==> src/rtl/vector_exec_issue_ctrl_if.sv <==
// Bundle of signals between the vector issue sequencer and its neighbours:
// decoded-op input, execution unit port and writeback output.
`ifndef MAX_VLEN
`define MAX_VLEN 64
`endif

interface vector_exec_issue_ctrl_if #(
    parameter int VLEN  = `MAX_VLEN,
    parameter int TAG_W = 5
);
    logic             in_valid;
    logic             in_ready;
    logic [VLEN-1:0]  in_data_1;
    logic [VLEN-1:0]  in_data_2;
    logic [2:0]       in_op;
    logic [6:0]       in_sew;
    logic             in_ctrl;
    logic             in_signed;
    logic             in_mul_high;
    logic             in_rsub;
    logic [4:0]       in_bitwise_op;
    logic [1:0]       in_op_type;
    logic [2:0]       in_cmp_op;
    logic [TAG_W-1:0] in_tag;

    logic [VLEN-1:0]  eu_data_1;
    logic [VLEN-1:0]  eu_data_2;
    logic [2:0]       eu_execution_op;
    logic [6:0]       eu_sew;
    logic             eu_ctrl;
    logic             eu_signed;
    logic             eu_mul_high;
    logic             eu_mul_low;
    logic             eu_rsub;
    logic [4:0]       eu_bitwise_op;
    logic [1:0]       eu_op_type;
    logic [2:0]       eu_cmp_op;
    logic [TAG_W-1:0] eu_tag;
    logic [VLEN-1:0]  eu_result;
    logic             eu_count_0;

    logic             out_valid;
    logic             out_ready;
    logic [VLEN-1:0]  out_result;
    logic [TAG_W-1:0] out_tag;
    logic             out_err;

    modport master (
        input  in_valid, in_data_1, in_data_2, in_op, in_sew, in_ctrl, in_signed,
               in_mul_high, in_rsub, in_bitwise_op, in_op_type, in_cmp_op, in_tag,
               eu_result, eu_count_0, out_ready,
        output in_ready,
               eu_data_1, eu_data_2, eu_execution_op, eu_sew, eu_ctrl, eu_signed,
               eu_mul_high, eu_mul_low, eu_rsub, eu_bitwise_op, eu_op_type,
               eu_cmp_op, eu_tag,
               out_valid, out_result, out_tag, out_err
    );

    modport slave (
        output in_valid, in_data_1, in_data_2, in_op, in_sew, in_ctrl, in_signed,
               in_mul_high, in_rsub, in_bitwise_op, in_op_type, in_cmp_op, in_tag,
               eu_result, eu_count_0, out_ready,
        input  in_ready,
               eu_data_1, eu_data_2, eu_execution_op, eu_sew, eu_ctrl, eu_signed,
               eu_mul_high, eu_mul_low, eu_rsub, eu_bitwise_op, eu_op_type,
               eu_cmp_op, eu_tag,
               out_valid, out_result, out_tag, out_err
    );
endinterface

==> src/rtl/vector_exec_issue_ctrl.sv <==
// Issue sequencer for the vector execution unit: holds one op on the EU ports,
// waits for completion and returns the result. Define VEC_ISSUE_PERF_EN for perf counters.
`ifndef MAX_VLEN
`define MAX_VLEN 64
`endif

module vector_exec_issue_ctrl #(
    parameter int VLEN        = `MAX_VLEN,
    parameter int TAG_W       = 5,
    parameter int MUL_MAX_CYC = 64
) (
    input  logic        clk,
    input  logic        reset,
`ifdef VEC_ISSUE_PERF_EN
    output logic [31:0] perf_issued,
    output logic [31:0] perf_mul_stall,
`endif
    vector_exec_issue_ctrl_if.master bus
);

    localparam logic [2:0]       OP_MUL  = 3'b011;
    localparam logic [2:0]       OP_NOP  = 3'b111;
    localparam int               CNT_W   = $clog2(MUL_MAX_CYC + 1);
    localparam logic [CNT_W-1:0] CNT_MAX = CNT_W'(MUL_MAX_CYC);

    typedef enum logic [1:0] {
        IDLE,
        EXEC,
        MUL_WAIT,
        RESP
    } state_t;

    state_t           state;
    logic [CNT_W-1:0] mul_cnt;
    logic             bad_q;

    logic [VLEN-1:0]  eu_data_1_q;
    logic [VLEN-1:0]  eu_data_2_q;
    logic [2:0]       eu_op_q;
    logic [6:0]       eu_sew_q;
    logic             eu_ctrl_q;
    logic             eu_signed_q;
    logic             eu_mul_high_q;
    logic             eu_mul_low_q;
    logic             eu_rsub_q;
    logic [4:0]       eu_bitwise_op_q;
    logic [1:0]       eu_op_type_q;
    logic [2:0]       eu_cmp_op_q;
    logic [TAG_W-1:0] eu_tag_q;

    logic             out_valid_q;
    logic [VLEN-1:0]  out_result_q;
    logic [TAG_W-1:0] out_tag_q;
    logic             out_err_q;

    logic sew_ok;
    logic op_bad;
    logic in_ready_w;
    logic accept;

    assign sew_ok     = (bus.in_sew == 7'b0001000) || (bus.in_sew == 7'b0010000) ||
                        (bus.in_sew == 7'b0100000);
    assign op_bad     = (bus.in_op == 3'b010) || (bus.in_op == OP_NOP) || !sew_ok;
    assign in_ready_w = (state == IDLE) || ((state == RESP) && bus.out_ready);
    assign accept     = bus.in_valid && in_ready_w;

    // Completion paths return the EU to its gated no-op; an accept in the same
    // cycle (RESP release) overrides that with the next op.
    always_ff @(posedge clk) begin
        if (reset) begin
            state           <= IDLE;
            mul_cnt         <= '0;
            bad_q           <= 1'b0;
            eu_data_1_q     <= '0;
            eu_data_2_q     <= '0;
            eu_op_q         <= OP_NOP;
            eu_sew_q        <= '0;
            eu_ctrl_q       <= 1'b0;
            eu_signed_q     <= 1'b0;
            eu_mul_high_q   <= 1'b0;
            eu_mul_low_q    <= 1'b0;
            eu_rsub_q       <= 1'b0;
            eu_bitwise_op_q <= '0;
            eu_op_type_q    <= '0;
            eu_cmp_op_q     <= '0;
            eu_tag_q        <= '0;
            out_valid_q     <= 1'b0;
            out_result_q    <= '0;
            out_tag_q       <= '0;
            out_err_q       <= 1'b0;
        end else begin
            case (state)
                EXEC: begin
                    out_result_q <= bad_q ? '0 : bus.eu_result;
                    out_err_q    <= bad_q;
                    out_tag_q    <= eu_tag_q;
                    out_valid_q  <= 1'b1;
                    eu_op_q      <= OP_NOP;
                    eu_data_1_q  <= '0;
                    eu_data_2_q  <= '0;
                    state        <= RESP;
                end
                MUL_WAIT: begin
                    // A product arriving on the watchdog's last cycle still counts.
                    if (bus.eu_count_0 || (mul_cnt == CNT_MAX)) begin
                        out_result_q <= bus.eu_count_0 ? bus.eu_result : '0;
                        out_err_q    <= !bus.eu_count_0;
                        out_tag_q    <= eu_tag_q;
                        out_valid_q  <= 1'b1;
                        eu_op_q      <= OP_NOP;
                        eu_data_1_q  <= '0;
                        eu_data_2_q  <= '0;
                        state        <= RESP;
                    end else begin
                        mul_cnt <= mul_cnt + 1'b1;
                    end
                end
                RESP: begin
                    if (bus.out_ready) begin
                        out_valid_q <= 1'b0;
                        state       <= IDLE;
                    end
                end
                default: begin
                end
            endcase

            if (accept) begin
                bad_q           <= op_bad;
                mul_cnt         <= CNT_W'(1);
                eu_op_q         <= op_bad ? OP_NOP : bus.in_op;
                eu_data_1_q     <= op_bad ? '0 : bus.in_data_1;
                eu_data_2_q     <= op_bad ? '0 : bus.in_data_2;
                eu_sew_q        <= bus.in_sew;
                eu_ctrl_q       <= bus.in_ctrl;
                eu_signed_q     <= bus.in_signed;
                eu_mul_high_q   <= bus.in_mul_high;
                eu_mul_low_q    <= !bus.in_mul_high;
                eu_rsub_q       <= bus.in_rsub;
                eu_bitwise_op_q <= bus.in_bitwise_op;
                eu_op_type_q    <= bus.in_op_type;
                eu_cmp_op_q     <= bus.in_cmp_op;
                eu_tag_q        <= bus.in_tag;
                state           <= (!op_bad && (bus.in_op == OP_MUL)) ? MUL_WAIT : EXEC;
            end
        end
    end

`ifdef VEC_ISSUE_PERF_EN
    always_ff @(posedge clk) begin
        if (reset) begin
            perf_issued    <= '0;
            perf_mul_stall <= '0;
        end else begin
            if (accept) begin
                perf_issued <= perf_issued + 32'd1;
            end
            if (state == MUL_WAIT) begin
                perf_mul_stall <= perf_mul_stall + 32'd1;
            end
        end
    end
`endif

    assign bus.in_ready        = in_ready_w;
    assign bus.eu_data_1       = eu_data_1_q;
    assign bus.eu_data_2       = eu_data_2_q;
    assign bus.eu_execution_op = eu_op_q;
    assign bus.eu_sew          = eu_sew_q;
    assign bus.eu_ctrl         = eu_ctrl_q;
    assign bus.eu_signed       = eu_signed_q;
    assign bus.eu_mul_high     = eu_mul_high_q;
    assign bus.eu_mul_low      = eu_mul_low_q;
    assign bus.eu_rsub         = eu_rsub_q;
    assign bus.eu_bitwise_op   = eu_bitwise_op_q;
    assign bus.eu_op_type      = eu_op_type_q;
    assign bus.eu_cmp_op       = eu_cmp_op_q;
    assign bus.eu_tag          = eu_tag_q;
    assign bus.out_valid       = out_valid_q;
    assign bus.out_result      = out_result_q;
    assign bus.out_tag         = out_tag_q;
    assign bus.out_err         = out_err_q;

endmodule
==> src/flat_wrapper.sv <==
// flat-port wrapper written by rule: the top's interface ports become plain ports
module vector_exec_issue_ctrl_flat 
#(
    parameter int VLEN        = `MAX_VLEN,
    parameter int TAG_W       = 5,
    parameter int MUL_MAX_CYC = 64
)
  (clk, reset, bus_in_valid, bus_in_data_1, bus_in_data_2, bus_in_op, bus_in_sew, bus_in_ctrl, bus_in_signed, bus_in_mul_high, bus_in_rsub, bus_in_bitwise_op, bus_in_op_type, bus_in_cmp_op, bus_in_tag, bus_eu_result, bus_eu_count_0, bus_out_ready, bus_in_ready, bus_eu_data_1, bus_eu_data_2, bus_eu_execution_op, bus_eu_sew, bus_eu_ctrl, bus_eu_signed, bus_eu_mul_high, bus_eu_mul_low, bus_eu_rsub, bus_eu_bitwise_op, bus_eu_op_type, bus_eu_cmp_op, bus_eu_tag, bus_out_valid, bus_out_result, bus_out_tag, bus_out_err);
  vector_exec_issue_ctrl_if #(.VLEN(VLEN), .TAG_W(TAG_W)) bus_i ();
  input  logic clk;
  input  logic reset;
  input wire logic [$bits(bus_i.in_valid)-1:0] bus_in_valid;
  input wire logic [$bits(bus_i.in_data_1)-1:0] bus_in_data_1;
  input wire logic [$bits(bus_i.in_data_2)-1:0] bus_in_data_2;
  input wire logic [$bits(bus_i.in_op)-1:0] bus_in_op;
  input wire logic [$bits(bus_i.in_sew)-1:0] bus_in_sew;
  input wire logic [$bits(bus_i.in_ctrl)-1:0] bus_in_ctrl;
  input wire logic [$bits(bus_i.in_signed)-1:0] bus_in_signed;
  input wire logic [$bits(bus_i.in_mul_high)-1:0] bus_in_mul_high;
  input wire logic [$bits(bus_i.in_rsub)-1:0] bus_in_rsub;
  input wire logic [$bits(bus_i.in_bitwise_op)-1:0] bus_in_bitwise_op;
  input wire logic [$bits(bus_i.in_op_type)-1:0] bus_in_op_type;
  input wire logic [$bits(bus_i.in_cmp_op)-1:0] bus_in_cmp_op;
  input wire logic [$bits(bus_i.in_tag)-1:0] bus_in_tag;
  input wire logic [$bits(bus_i.eu_result)-1:0] bus_eu_result;
  input wire logic [$bits(bus_i.eu_count_0)-1:0] bus_eu_count_0;
  input wire logic [$bits(bus_i.out_ready)-1:0] bus_out_ready;
  output wire logic [$bits(bus_i.in_ready)-1:0] bus_in_ready;
  output wire logic [$bits(bus_i.eu_data_1)-1:0] bus_eu_data_1;
  output wire logic [$bits(bus_i.eu_data_2)-1:0] bus_eu_data_2;
  output wire logic [$bits(bus_i.eu_execution_op)-1:0] bus_eu_execution_op;
  output wire logic [$bits(bus_i.eu_sew)-1:0] bus_eu_sew;
  output wire logic [$bits(bus_i.eu_ctrl)-1:0] bus_eu_ctrl;
  output wire logic [$bits(bus_i.eu_signed)-1:0] bus_eu_signed;
  output wire logic [$bits(bus_i.eu_mul_high)-1:0] bus_eu_mul_high;
  output wire logic [$bits(bus_i.eu_mul_low)-1:0] bus_eu_mul_low;
  output wire logic [$bits(bus_i.eu_rsub)-1:0] bus_eu_rsub;
  output wire logic [$bits(bus_i.eu_bitwise_op)-1:0] bus_eu_bitwise_op;
  output wire logic [$bits(bus_i.eu_op_type)-1:0] bus_eu_op_type;
  output wire logic [$bits(bus_i.eu_cmp_op)-1:0] bus_eu_cmp_op;
  output wire logic [$bits(bus_i.eu_tag)-1:0] bus_eu_tag;
  output wire logic [$bits(bus_i.out_valid)-1:0] bus_out_valid;
  output wire logic [$bits(bus_i.out_result)-1:0] bus_out_result;
  output wire logic [$bits(bus_i.out_tag)-1:0] bus_out_tag;
  output wire logic [$bits(bus_i.out_err)-1:0] bus_out_err;
  assign bus_i.in_valid = bus_in_valid;
  assign bus_i.in_data_1 = bus_in_data_1;
  assign bus_i.in_data_2 = bus_in_data_2;
  assign bus_i.in_op = bus_in_op;
  assign bus_i.in_sew = bus_in_sew;
  assign bus_i.in_ctrl = bus_in_ctrl;
  assign bus_i.in_signed = bus_in_signed;
  assign bus_i.in_mul_high = bus_in_mul_high;
  assign bus_i.in_rsub = bus_in_rsub;
  assign bus_i.in_bitwise_op = bus_in_bitwise_op;
  assign bus_i.in_op_type = bus_in_op_type;
  assign bus_i.in_cmp_op = bus_in_cmp_op;
  assign bus_i.in_tag = bus_in_tag;
  assign bus_i.eu_result = bus_eu_result;
  assign bus_i.eu_count_0 = bus_eu_count_0;
  assign bus_i.out_ready = bus_out_ready;
  assign bus_in_ready = bus_i.in_ready;
  assign bus_eu_data_1 = bus_i.eu_data_1;
  assign bus_eu_data_2 = bus_i.eu_data_2;
  assign bus_eu_execution_op = bus_i.eu_execution_op;
  assign bus_eu_sew = bus_i.eu_sew;
  assign bus_eu_ctrl = bus_i.eu_ctrl;
  assign bus_eu_signed = bus_i.eu_signed;
  assign bus_eu_mul_high = bus_i.eu_mul_high;
  assign bus_eu_mul_low = bus_i.eu_mul_low;
  assign bus_eu_rsub = bus_i.eu_rsub;
  assign bus_eu_bitwise_op = bus_i.eu_bitwise_op;
  assign bus_eu_op_type = bus_i.eu_op_type;
  assign bus_eu_cmp_op = bus_i.eu_cmp_op;
  assign bus_eu_tag = bus_i.eu_tag;
  assign bus_out_valid = bus_i.out_valid;
  assign bus_out_result = bus_i.out_result;
  assign bus_out_tag = bus_i.out_tag;
  assign bus_out_err = bus_i.out_err;
  vector_exec_issue_ctrl #(.VLEN(VLEN), .TAG_W(TAG_W), .MUL_MAX_CYC(MUL_MAX_CYC)) u_core (.clk(clk), .reset(reset), .bus(bus_i));
endmodule
==> config.mk <==
export PLATFORM = sky130hd
export DESIGN_NAME = vector_exec_issue_ctrl_flat
export DESIGN_NICKNAME = d
export VERILOG_FILES = /design/src/rtl/vector_exec_issue_ctrl_if.sv /design/src/rtl/vector_exec_issue_ctrl.sv /design/src/flat_wrapper.sv
export SDC_FILE = /design/constraint.sdc
export NUM_CORES = 1
export LEC_CHECK = 0
export CORE_AREA = 2 2 178 180
export DETAILED_ROUTE_END_ITERATION = 7
export DIE_AREA = 0 0 180 182
export PLACE_DENSITY = 0.7
export RECOVER_POWER = 25
export SLEW_MARGIN = 40
export SYNTH_ARGS = -nofsm -noshare
export SYNTH_HDL_FRONTEND = slang
export SYNTH_SLANG_ARGS = --single-unit
==> constraint.sdc <==
create_clock -name clk -period 2.2 [get_ports clk]
set_clock_uncertainty 0.15 [all_clocks]
set_input_delay 0.66 -clock clk [delete_from_list [all_inputs] [get_ports clk]]
set_output_delay 0.66 -clock clk [all_outputs]
set_load 0.05 [all_outputs]
==> results of run 1 <==
==> layout by cell type, fill, tap and decap left out, drive strengths merged, types with 2 or more instances in the layout <==
cell type      count
clkinv             6
dfxtp            239
diode              4
xnor2              5
nand2             66
and4               2
xor2               3
nand3              3
clkdlybuf4s50    223
nor2              70
nor2b              2
o21ai              3
nor3              10
a22o             128
ha                 5
nand2b             4
a2bb2oi            2
a21oi             37
buf              292
bufinv             5
a22oi             64
clkbuf            49
inv                8
==> metal layers <==
| metal | global-route usage | part of all wire | vias to the layer above | wire length [um] |
|---|---|---|---|---|
| met5 | 0 | 0 | - | 0 |
| met4 | 0.0498 | 0.027 | 0 | 772 |
| met3 | 0.0523 | 0.093 | 53 | 2690 |
| met2 | 0.269 | 0.50 | 363 | 14300 |
| met1 | 0.177 | 0.38 | 3583 | 11100 |
| li1 | - | - | 3643 | - |
==> worst max-delay path, cell delays in order, from the launching register on <==
cell	delay (ps)
dfxtp_2	350
inv_2	50
ha_4	150
a21o_4	190
buf_12	140
==> synthesized netlist by cell type <==
cell type    n
a211oi_4     1
a21boi_0     1
a21o_1       1
a21oi_1     37
a22o_1     128
a22oi_1     64
a2bb2oi_1    2
a31oi_4      1
and2_4       1
and3_1       1
and4_1       2
buf_1        4
buf_2        8
buf_4        1
buf_6       17
buf_8       10
clkbuf_1    23
dfxtp_1    239
ha_1         5
inv_1        8
nand2_1     66
nand2b_1     4
nand3_1      3
nor2_1      70
nor2b_1      1
nor2b_2      1
nor3_1       9
nor3_4       1
nor3b_1      1
nor4_2       1
nor4b_4      1
o2111ai_4    1
o21ai_0      3
o221a_2      1
o22ai_1      1
o32ai_1      1
or2_2        1
or3_1        1
xnor2_1      5
xor2_1       3
==> metrics by stage <==
step                      total power [uW]   util  cell area [um^2]  std cells
after floorplan                       9550      -              8090        729
after global placement               11700  0.407             12600       1577
after detailed placement             11800  0.407             12600       1577
after CTS                            16500  0.437             13600       1624
after global routing                 17800  0.453             14000       1648
final                                17000  0.453             14000       1648
==> layout make-up <==
cell class	count	area, um^2
antenna	4	10.0
clock buffer	35	714
clock inverter	11	191
fill	2868	17000
inverter	8	30.0
multi-input combinational	419	2830
sequential	239	4790
tap	402	503
timing repair buffer	530	4970
==> cell families (layout without fill, tap and decap cells) <==
group,Yosys count,count (layout),share of synthesized area
AOI/OAI and AO/OA,242,242,0.239
xor gates and xnor gates,8,8,0.00867
adders and majority gates,5,5,0.00774
buffers and inverters,71,584,0.0644
DFF,239,239,0.592
other,0,4,0
and+or+nand+nor,164,164,0.0886
==> final timing paths <==
kind	to	slack [ps]	depth (start not counted)
worst min-delay path	u_core.bus.eu_sew[6]	310	2
worst max register to register	u_core.bus.eu_data_1[24]	40	11
worst min register to register	u_core.bus.eu_sew[6]	310	2
worst max-delay path	bus_in_ready	-30	4
==> state kept, by name, indices dropped and copies added (netlist names), 2 cells and up <==
signal	flops
u_core.bus.eu_cmp_op	3
u_core.bus.eu_op_type	2
u_core.bus.out_tag	5
u_core.bus.eu_sew	7
u_core.bus.out_result	64
u_core.bus.eu_tag	5
u_core.bus.eu_data_1	64
u_core.bus.eu_execution_op	3
u_core.state	2
u_core.bus.eu_data_2	64
u_core.mul_cnt	7
u_core.bus.eu_bitwise_op	5
==> power by group through the flow <==
stage               clock [uW]  sequential [uW]  combinational [uW]
detailed placement           0             5350                6450
CTS                       4760             5270                6500
finish                    4630             5270                7080
floorplan                    0             7240                2310
global route              4890             5330                7550
global placement             0             5320                6400
==> timing repair <==
action	4_1_cts	5_1_grt
buffers inserted	2	7
pin swaps	2	55
setup endpoints to repair	1	48
gates cloned	0	13
gates resized for setup	8	26
==> results.py, run 1 <==
metrics = {
    "pwr": {
        "p_sw_uw": 6430,
        "internal_power_uw": 10500,
        "power.leakage_uw": 0.00597,
        "switching_share": 0.379,
        "power.share.sequential": 0.310,
        "cellPowerDensity_nw_per_um2": 1210,
        "ir_drop_mv": 0.904,
        "pwr-share-clk": 0.273,
        "pwr-share-comb": 0.417,
    },
    "synthesis": {
        "synth_area_leaders": "dfxtp_1, a22o_1, a22oi_1",
        "yosysSeqAreaShare": 0.592,
        "ys_seq_elements": 239,
        "syn_area_um2": 8080,
        "syn_inst": 729,
        "yosys.area.top_type": "dfxtp_1",
        "synth_warnings": 0,
        "syn_area_per_cell_um2": 11.1,
        "yosysUniqueCellTypes": 40,
        "syn_nets": 960,
        "yosysTopAreaCellShare": 0.592,
    },
    "sta": {
        "finalWorstSetupSlack_ps": -34.2,
        "slew_headroom": 0.702,
        "worst_pin_slew_ps": 447,
        "setup_tns_ps": -34.2,
        "finalHoldViolCount": 0,
        "min_period_ps": 2230,
        "setup_viol": 1,
        "fmax_mhz": 448,
        "rsz0062_at_grt": "yes",
        "fin_hold_ws_ps": 306,
        "fin_crit_sh": 1.02,
        "final_max_slew_viol_count": 0,
    },
    "cts": {
        "clk_pin_slew_ps": 60,
        "cts_root_buffer": "clkbuf_16",
        "cts_hold_buf": 0,
        "clock_latency_ps": 540,
        "numCtsBuffers": 26,
        "h-tree-depth": 1,
        "cts_sinks": 239,
        "cts_tree": "yes",
        "clock_path_buffers": 3,
    },
    "die": {
        "die_y_um": 182,
        "dieWidth_um": 180,
        "ios": 456,
        "dieArea_um2": 32800,
        "initial_utilization": 0.261,
        "core_area_um2": 31000,
        "rows": 65,
    },
    "routing": {
        "vias_per_cell": 4.64,
        "drt-total-wl_um": 28800,
        "wl_per_cell_um": 17.5,
        "drc_errors": 0,
        "drtAntennaViolNets": 0,
        "dr.pass1.iters": 5,
        "drt_iter0_drc": 264,
        "vias": 7642,
    },
    "worst_setup_path": {
        "endpoint_kind": "output port",
        "crit_type": "register to output port",
        "rr_startpoint": "u_core.state[1]",
        "cp.arrival_ps": 1420,
        "crit_fanout": 3,
        "worstPathRequired_ps": 1390,
        "startpoint_type": "register",
        "startpoint": "u_core.state[1]",
    },
    "grt": {
        "grt_pass1_vias": 7379,
        "antenna_found_initial": 4,
        "overflow": 0,
        "grt_usage": 0.154,
        "grt_start_max_net_pins": 90,
        "grt_pass1_wl_um": 40900,
    },
    "run_status": {
        "violations": "negative setup slack",
        "status": "complete, but fails checks",
    },
    "placement": {
        "routabilityCongestion": 0.876,
        "pre_cts_ws_ps": -492,
        "port_buffers": 455,
        "hpwlAfterDp_um": 20400,
    },
    "cells_and_area": {
        "nNetsFinal": 1455,
        "drive_above_1_share": 0.295,
        "area_growth_syn_to_layout_pct": 73.7,
    },
    "min_path": {
        "min_path_type": "register to register",
        "hp-start": "u_core.bus.eu_sew[6]",
    },
    "run": {
        "drv_cap": 0,
    },
}
(Power assumes the default switching activity.)
==> run 2: changes to the inputs <==
--- a/config.mk
+++ b/config.mk
@@ -8,8 +8,9 @@
 export CORE_AREA = 2 2 178 180
 export DETAILED_ROUTE_END_ITERATION = 7
 export DIE_AREA = 0 0 180 182
-export PLACE_DENSITY = 0.7
+export PLACE_DENSITY = 0.68
 export RECOVER_POWER = 25
+export REMOVE_ABC_BUFFERS = 1
 export SLEW_MARGIN = 40
 export SYNTH_ARGS = -nofsm -noshare
 export SYNTH_HDL_FRONTEND = slang
==> constraint.sdc (replaced) <==
create_clock -name clk -period 2.5 [get_ports clk]
set_clock_uncertainty 0.15 [all_clocks]
set_input_delay 0.75 -clock clk [delete_from_list [all_inputs] [get_ports clk]]
set_output_delay 0.75 -clock clk [all_outputs]
set_load 0.05 [all_outputs]
==> results.py, run 2 (same netlist as run 1, synthesis figures left out) <==
metrics = {
    "run_status": {
        "status": "complete, no violations",
    },
    "routing": {
        "drt_iter0_drc": 271,
        "drt-total-wl_um": 28300,
        "drtAntennaViolNets": 0,
        "vias": 7382,
        "dr.pass1.iters": 4,
        "wl_per_cell_um": 17.4,
        "vias_per_cell": 4.55,
        "drc_errors": 0,
    },
    "worst_setup_path": {
        "slowest_stage": "dfxtp_4",
        "crit_type": "register to output port",
        "startpoint_type": "register",
        "r2r-end": "u_core.bus.eu_data_2[46]",
        "worst-path-stages": 3,
        "r2r_cells": 9,
        "rr_startpoint": "u_core.state[1]",
        "worstSetupEndpoint": "bus_in_ready",
        "startpoint": "u_core.state[1]",
        "endpoint_kind": "output port",
        "cp.arrival_ps": 1470,
        "cpPeakStageDelay_ps": 360,
        "r2r_slack_ps": 250,
        "crit_buf_inv": 1,
        "crit_family": "flip-flops",
        "crit_fanout": 5,
        "path_cells": "ha_2 -> a21o_1 -> buf_12",
        "worstPathRequired_ps": 1600,
    },
    "sta": {
        "fin_crit_sh": 0.948,
        "min_period_ps": 2370,
        "finalWorstSetupSlack_ps": 131,
        "final_max_slew_viol_count": 0,
        "setup_viol": 0,
        "slew_headroom": 0.522,
        "rsz0062_at_grt": "no",
        "finalHoldViolCount": 0,
        "worst_pin_slew_ps": 717,
        "fin_hold_ws_ps": 301,
        "fmax_mhz": 422,
    },
    "run": {
        "drv_cap": 0,
    },
    "cells_and_area": {
        "final_cell_mix": "dfxtp_1, clkdlybuf4s50_1, dlygate4sd2_1",
        "nFillCells": 3047,
        "final_common_cell": "dfxtp_1",
        "area_growth_syn_to_layout_pct": 69.4,
        "stdcell_count": 1623,
        "drive_above_1_share": 0.116,
        "final_util": 0.442,
        "fin_area_um2": 13700,
        "nNetsFinal": 1431,
    },
    "die": {
        "die_y_um": 182,
        "dieArea_um2": 32800,
        "rows": 65,
        "core_area_um2": 31000,
        "dieWidth_um": 180,
        "ios": 456,
        "initial_utilization": 0.261,
    },
    "grt": {
        "grt_usage": 0.165,
        "grt_start_max_net_pins": 70,
        "grt_pass1_wl_um": 43500,
        "antenna_found_initial": 1,
        "grt_pass1_vias": 7547,
        "overflow": 0,
    },
    "cts": {
        "h-tree-depth": 1,
        "clock_path_buffers": 3,
        "numCtsBuffers": 26,
        "clk_pin_slew_ps": 60,
        "cts_sinks": 239,
        "cts_hold_buf": 0,
        "cts_tree": "yes",
        "clock_latency_ps": 520,
        "cts_root_buffer": "clkbuf_16",
    },
    "pwr": {
        "internal_power_uw": 8820,
        "cellPowerDensity_nw_per_um2": 1050,
        "p_sw_uw": 5530,
        "switching_share": 0.386,
        "pwr-share-clk": 0.304,
        "ir_drop_mv": 0.666,
        "pwr-share-comb": 0.375,
        "power.leakage_uw": 0.00614,
        "power.share.sequential": 0.321,
    },
    "placement": {
        "place_inst": 1574,
        "routabilityCongestion": 0.774,
        "placed_cell_area_um2": 13100,
        "hpwlAfterDp_um": 21000,
        "port_buffers": 455,
        "pre_cts_ws_ps": -282,
    },
    "min_path": {
        "min_path_type": "register to register",
    },
}
==> run 2: cell type report <==
type                            instances  area [um^2]  area share
Tap cell                              402          503      0.0367
Antenna cell                            1         2.50    0.000183
Inverter                                8         30.0     0.00219
Sequential cell                       239         4790       0.350
Timing Repair Buffer                  506         4610       0.337
Multi-Input combinational cell        419         2760       0.202
Clock buffer                           34          762      0.0557
Clock inverter                         14          230      0.0168
==> run 2: power by group through the flow <==
stage	clock network, uW	registers (uW)	logic [uW]
final	4360	4610	5380
after global routing	4610	4680	5720
after CTS	4480	4610	5560
after detailed placement	0	4700	5810
after global placement	0	4680	5760
after floorplan	0	6370	1580
==> run 2: worst register-to-register path: stages (launching register included) <==
cell	delay (ps)
dfxtp_4	360
ha_2	220
a21o_1	210
clkbuf_4	160
and2_4	160
o2111ai_4	140
a211oi_4	270
buf_12	200
buf_12	200
a22o_1	140
==> run 2: what timing repair did <==
| item | 4_1_cts | 5_1_grt |
|---|---|---|
| pin swaps | 1 | 0 |
| resized for setup | 185 | 2 |
| setup buffers | 1 | 0 |
| setup endpoints to repair | 182 | 1 |
==> run 2: metrics by stage <==
step                power (uW)  setup TNS (ps)
global route             15000               0
floorplan                 7960         -340750
global placement         10400          -31190
finish                   14400               0
detailed placement       10500          -34630
CTS                      14600               0
==> run 2: metal layers <==
layer,global-route usage,up-vias,wire length [um]
met5,0,-,0
met4,0.0459,0,631
met3,0.0658,39,2910
met2,0.289,322,13500
met1,0.185,3448,11200
li1,-,3573,-
==> run 2: worst min-delay path by stage <==
stage / from / end / cells past startpoint
finish: u_core.bus.eu_sew[6] / u_core.bus.eu_sew[6] / 2
global route: u_core.bus.eu_sew[1] / u_core.bus.eu_sew[1] / 2
CTS: u_core.bus.eu_sew[6] / u_core.bus.eu_sew[6] / 2
detailed placement: u_core.bus.eu_sew[6] / u_core.bus.eu_sew[6] / 2
global placement: u_core.bus.eu_bitwise_op[1] / u_core.bus.eu_bitwise_op[1] / 2
floorplan: u_core.bad_q / u_core.bad_q / 2
